### config.mk
export PLATFORM = sky130hd
export DESIGN_NAME = deserializer
export DESIGN_NICKNAME = d
export VERILOG_FILES = /design/src/rtl/deserializer.sv
export SDC_FILE = /design/constraint.sdc
export NUM_CORES = 1
export LEC_CHECK = 0
export BUFFER_PORTS_ARGS = -buffer_cell sky130_fd_sc_hd__buf_4
export CORE_MARGIN = 2
export CORE_UTILIZATION = 46
export CTS_CLUSTER_DIAMETER = 50
export DETAILED_ROUTE_END_ITERATION = 7
export MAX_ROUTING_LAYER = met4
export PLACE_DENSITY = 0.75
export SYNTH_ARGS = -nofsm -noshare
export SYNTH_HDL_FRONTEND = slang
export SYNTH_SLANG_ARGS = --single-unit
### constraint.sdc
create_clock -name clk -period 4.9 [get_ports clk]
set_input_delay 0.735 -clock clk [delete_from_list [all_inputs] [get_ports clk]]
set_output_delay 0.735 -clock clk [all_outputs]
set_load 0.05 [all_outputs]
### src/rtl/deserializer.sv
// deserializer: gathers NUM_WORDS consecutive WIDTH-bit words into one frame.
// A frame is published with a one-cycle o_dv strobe. A partial frame whose
// i_dv gap runs past GAP_MAX is dropped and reported on o_err. Dropped
// frames are also counted in a saturating counter.
module deserializer #(
  parameter int WIDTH         = 8,
  parameter int NUM_WORDS     = 4,
  parameter bit LITTLE_ENDIAN = 1,
  parameter int GAP_MAX       = 0,
  parameter int ERR_CNT_WIDTH = 8
) (
  input  logic                         clk,
  input  logic                         i_reset,
  input  logic [WIDTH-1:0]             i_data,
  input  logic                         i_dv,
  output logic [NUM_WORDS*WIDTH-1:0]   o_data,
  output logic                         o_dv,
  output logic                         o_err,
  output logic                         o_busy,
  output logic [ERR_CNT_WIDTH-1:0]     o_err_cnt
);

  localparam int TW = NUM_WORDS * WIDTH;
  localparam int PW = (NUM_WORDS - 1) * WIDTH;  // words held before the last one arrives
  localparam int IW = $clog2(NUM_WORDS);
  localparam int GW = $clog2(GAP_MAX + 2);
  localparam logic [IW-1:0] LAST    = IW'(NUM_WORDS - 1);
  localparam logic [GW-1:0] GAP_LIM = GW'(GAP_MAX);

  typedef enum logic {IDLE, COLLECT} state_t;

  state_t        state, state_nxt;
  logic [IW-1:0] idx;
  logic [GW-1:0] gap;
  logic [PW-1:0] sreg, sreg_nxt;
  logic [TW-1:0] frame_nxt;
  logic          last, gap_hit;
  logic          capture, done, abort;

  assign last    = (idx == LAST);
  assign gap_hit = (gap == GAP_LIM);
  assign o_busy  = (idx != '0);

  // Word placement: the frame is the held words plus the word on the bus now.
  // Holding only NUM_WORDS-1 words keeps every shift-register bit in use.
  generate
    if (LITTLE_ENDIAN) begin : g_le
      assign frame_nxt = {i_data, sreg};
      if (NUM_WORDS > 2) begin : g_sh
        assign sreg_nxt = {i_data, sreg[PW-1:WIDTH]};
      end else begin : g_one
        assign sreg_nxt = i_data;
      end
    end else begin : g_be
      assign frame_nxt = {sreg, i_data};
      if (NUM_WORDS > 2) begin : g_sh
        assign sreg_nxt = {sreg[PW-WIDTH-1:0], i_data};
      end else begin : g_one
        assign sreg_nxt = i_data;
      end
    end
  endgenerate

  // State register
  always_ff @(posedge clk or posedge i_reset) begin
    if (i_reset) state <= IDLE;
    else         state <= state_nxt;
  end

  // Next-state logic
  always_comb begin
    state_nxt = state;
    case (state)
      IDLE:    if (i_dv) state_nxt = COLLECT;
      COLLECT: begin
        if (i_dv && last)          state_nxt = IDLE;
        else if (!i_dv && gap_hit) state_nxt = IDLE;
      end
      default: state_nxt = IDLE;
    endcase
  end

  // FSM control outputs: capture a word, finish a frame, or abort a partial one
  always_comb begin
    capture = i_dv;
    done    = 1'b0;
    abort   = 1'b0;
    if (state == COLLECT) begin
      done  = i_dv && last;
      abort = !i_dv && gap_hit;
    end
  end

  // Word index and gap counter
  always_ff @(posedge clk or posedge i_reset) begin
    if (i_reset) begin
      idx <= '0;
      gap <= '0;
    end else begin
      if (capture)    idx <= done ? '0 : idx + 1'b1;
      else if (abort) idx <= '0;
      if (state == COLLECT && !i_dv) gap <= abort ? '0 : gap + 1'b1;
      else                           gap <= '0;
    end
  end

  // Shift register loads only on valid words, so X on idle data stays out
  always_ff @(posedge clk or posedge i_reset) begin
    if (i_reset)      sreg <= '0;
    else if (capture) sreg <= sreg_nxt;
    else if (abort)   sreg <= '0;
  end

  // Published frame, strobes and saturating abort counter
  always_ff @(posedge clk or posedge i_reset) begin
    if (i_reset) begin
      o_data    <= '0;
      o_dv      <= 1'b0;
      o_err     <= 1'b0;
      o_err_cnt <= '0;
    end else begin
      if (done) o_data <= frame_nxt;
      o_dv  <= done;
      o_err <= abort;
      if (abort && o_err_cnt != '1) o_err_cnt <= o_err_cnt + 1'b1;
    end
  end

endmodule

==> PnR_summary.wiki <==
{| class="wikitable"
! Metric !! Value
|-
| Number of warnings printed during yosys synthesis || 0
|-
| Setup TNS || 0 ps
|-
| Final WL || 4.92 mm
|-
| Area of the placeable core || ~5600 um2
|-
| RSZ-0062 raised after global routing || no
|-
| Fraction of final layout cells with drive strength greater than 1 || 43.0%
|-
| Critical Path Start Type || input pin
|-
| Clock network fraction of design power || around 17%
|-
| CP delay by family, top || buffers and inverters
|-
| Initial antenna violation count || 0
|-
| Worst-case vdd ir drop || about 0.37 mV
|-
| Inserted Clock Buffers || 9
|-
| Cell row count || 27
|-
| Fin. Hold Viols || 0
|-
| Switching part of the total || 43.3%
|-
| Placed inst area || 3160 um2
|-
| Worst-case clock skew || between 8 and 9 ps
|-
| Number of global-route vias before repair || 1616
|-
| Clock Latency Late Sink || between 300 and 400 ps
|-
| Commonest non-fill, non-tap cell in the layout || sky130_fd_sc_hd__dfrtp_1
|-
| Die Span Y || 80.8 um
|-
| Global-route total usage across every layer || 17.2%
|-
| Met2 wire length || 2.25 mm
|-
| Buffer cell driving the clock tree root || sky130_fd_sc_hd__clkbuf_8
|-
| Buffers inserted by post-CTS timing repair || 0
|-
| Classification of the worst-slack hold path || in2async
|-
| Int Power || roughly 0.0012 W
|-
| Part of the power in registers || 39.1%
|-
| Wl on met1 || 2.32 mm
|-
| DIE AREA || 6520 um2
|-
| # IOs || 54
|-
| Clock slew at the register clock pins of the worst setup and hold paths || 70 ps
|-
| Highest net fanout along the worst path || 35
|-
| Required arrival time at the worst endpoint || 5110 ps
|-
| Combined buffer and inverter count along the critical path || 2
|-
| Final Cell Area || ~3300 um2
|-
| Final Non-Filler Cells || 316
|-
| Placed Instances || 301
|-
| # resized after CTS || 0
|-
| Post-synthesis average cell area || 14.7 um2
|-
| Critical path data arrival time || ~2600 ps
|-
| Clock tree from TritonCTS || yes
|-
| Commonest non-fill, non-tap cells in the layout || sky130_fd_sc_hd__dfrtp_1 (70), sky130_fd_sc_hd__buf_4 (54), sky130_fd_sc_hd__mux2_2 (35), sky130_fd_sc_hd__a22o_1 (24), sky130_fd_sc_hd__clkbuf_8 (9)
|-
| Distinct cell type count after synthesis || 33
|-
| Final critical-path required period || 2370 ps
|-
| Cells after synthesis || 184
|-
| Synthesized Nets || 198
|-
| Register bit total from synthesis || 70
|-
| Buffer levels on the longest clock path || 2
|-
| Violation count after the first detailed-route iteration || between 80 and 90
|-
| Slowest stage delay, CP || 580 ps
|-
| # nets final || 254
|-
| Worst hold slack after final layout || about 460 ps
|-
| Number of pins exceeding their max-slew limit in the final report || 0
|-
| First-pass GRT wire length || slightly above 8 mm
|-
| Drt pass-1 iters || 4
|-
| Global placer's final weighted congestion || between 0.8 and 0.9
|-
| Layout overhead on the synthesized area || 21.9%
|-
| Part of the power in combinational logic || 44.0%
|-
| Storage element area || 1750 um2
|-
| Max-cap violation count || 0
|-
| Rel. slew slack || 34.6%
|-
| Met3 Wirelength || ~300 um
|-
| Cts hold-fix bufs || 0
|-
| Setup Viol. Count Final || 0
|-
| Ant diodes || 0
|-
| Number of vias per cell after detailed routing || 5.27
|-
| Clock sinks || 70
|-
| Total half-perimeter wirelength after legalization and detailed placement || ~3.2 mm
|-
| Final antenna-violating net count || 0
|-
| Die X-Extent || 80.8 um
|-
| Transition time at the pin with the least slew margin || about 980 ps
|-
| Portion of the clock cycle consumed by the worst path in the final layout || between 40% and 50%
|-
| Mapped Area || about 2700 um2
|-
| DRC violations left || 0
|-
| Multi-input logic area || 882 um2
|-
| Standby leakage power || between 1.5 and 2 nW
|-
| Capturing element type of the critical path || flip-flop
|-
| Run status || finished, final reports clean
|-
| Critical-path cell with the highest stage delay || sky130_fd_sc_hd__inv_1
|-
| Power per standard cell area || 659 nW/um2
|-
| Top routing layer in use || met4
|-
| Effective utilization at floorplan || approximately 48%
|-
| Sequential cell area fraction in the yosys report || roughly 65%
|-
| Fill cell instance count of the final layout || roughly 470
|-
| H-tree levels || 3
|-
| Pin count of the biggest net entering global routing || 44
|-
| IO buf count || 53
|-
| Vias post-DR || 1666
|-
| Switching power total || 0.000942 W
|-
| Worst path cell trace || buf_4, nand3_2, inv_1, mux2_2
|-
| Overall overflow remaining after global route || 0
|-
| Post-DR wirelength/cell || 15.6 um
|-
| Max Clock Freq || about 420 MHz
|-
| Kind of critical path || in2reg
|}
[flip-flops by register name (all words and copies together), names as in the netlist]
name / count
o_data: 32
sreg: 24
o_err_cnt: 8
idx: 2
gap: 1
o_dv: 1
o_err: 1
state: 1
[routing by layer]
layer / vias up / track usage (%)
li1: 777 / -
met1: 833 / 23.6
met2: 50 / 24.0
met3: 6 / 6.78
met4: 0 / 5.08
met5: - / -
[cell type report]
type	count	area share, %
clock buffers	13	4.20
clock inverters	2	0.303
inverters	7	0.795
multi-input cells	98	26.7
flip-flops and latches	70	53.0
well taps	72	2.73
repair buffers	54	12.3
[per-stage QoR]
step	utilization [%]	power, W	setup WS (ps)
finish	58.9	0.00218	2530
global route	58.9	0.00229	2350
detailed placement	56.3	0.00182	2130
CTS	58.9	0.00220	2480
global placement	56.3	0.00181	2170
floorplan	-	0.00153	2400
[cell usage after synthesis]
library cell / n / area [um2]
sky130_fd_sc_hd__buf_4: 3 / 22.5
sky130_fd_sc_hd__conb_1: 1 / 3.75
sky130_fd_sc_hd__nor2_2: 1 / 6.26
sky130_fd_sc_hd__dfrtp_1: 70 / 1750
sky130_fd_sc_hd__and4b_1: 1 / 10.0
sky130_fd_sc_hd__nand4_1: 2 / 12.5
sky130_fd_sc_hd__inv_1: 7 / 26.3
sky130_fd_sc_hd__nand3_2: 1 / 10.0
sky130_fd_sc_hd__o21ai_1: 1 / 5.00
sky130_fd_sc_hd__xnor2_1: 2 / 17.5
sky130_fd_sc_hd__nand3_1: 2 / 10.0
sky130_fd_sc_hd__clkbuf_1: 1 / 3.75
sky130_fd_sc_hd__a22o_1: 24 / 210
sky130_fd_sc_hd__a21oi_1: 1 / 5.00
sky130_fd_sc_hd__nand4b_1: 1 / 8.76
sky130_fd_sc_hd__ha_1: 3 / 37.5
sky130_fd_sc_hd__o2111ai_1: 1 / 8.76
sky130_fd_sc_hd__nor2_1: 3 / 11.3
sky130_fd_sc_hd__o21ai_0: 1 / 5.00
sky130_fd_sc_hd__a31o_2: 1 / 8.76
sky130_fd_sc_hd__mux2_2: 35 / 394
sky130_fd_sc_hd__o31ai_1: 1 / 7.51
sky130_fd_sc_hd__nor3_1: 2 / 10.0
sky130_fd_sc_hd__buf_2: 5 / 25.0
sky130_fd_sc_hd__o211ai_1: 1 / 7.51
sky130_fd_sc_hd__nand2b_1: 1 / 6.26
sky130_fd_sc_hd__nor3b_4: 1 / 18.8
sky130_fd_sc_hd__nand2_1: 5 / 18.8
sky130_fd_sc_hd__o21a_1: 1 / 7.51
sky130_fd_sc_hd__nor4_1: 2 / 12.5
sky130_fd_sc_hd__mux2_1: 1 / 11.3
sky130_fd_sc_hd__and2b_1: 1 / 7.51
sky130_fd_sc_hd__mux2i_1: 1 / 10.0
[path summary, 6_finish.rpt]
kind | to | slack (ps) | start | depth (start not counted)
min in group clk | sreg[2] | 490 | sreg[2] | 1
max in group asynchronous | o_data[20] | 3490 | i_reset | 3
hold / removal | sreg[1] | 460 | i_reset | 2
setup reg to reg | o_data[3] | 2830 | idx[1] | 4
setup / recovery | o_data[3] | 2530 | i_dv | 4
hold reg to reg | sreg[2] | 490 | sreg[2] | 1
[power groups by stage]
stage,logic [W],registers [W],clock network (W)
finish,0.000957,0.000850,0.000369
global route,0.00100,0.000872,0.000412
CTS,0.000966,0.000852,0.000382
detailed placement,0.000964,0.000860,0
global placement,0.000954,0.000855,0
floorplan,0.000221,0.00131,0
[logic make-up (layout without fill, tap and decap cells)]
logic type                 after synthesis  in the layout  synth area share, %
DFF                                     70             70                 64.6
muxes                                   37             37                 15.3
AOI/OAI and AO/OA                       32             32                 9.78
and+or+nand+nor                         23             23                 5.26
buffers and inverters                   16             76                 2.86
adders and majority gates                3              3                 1.38
xor gates and xnor gates                 2              2                0.646
other                                    1              1                0.138
(Power assumes the default switching activity.)
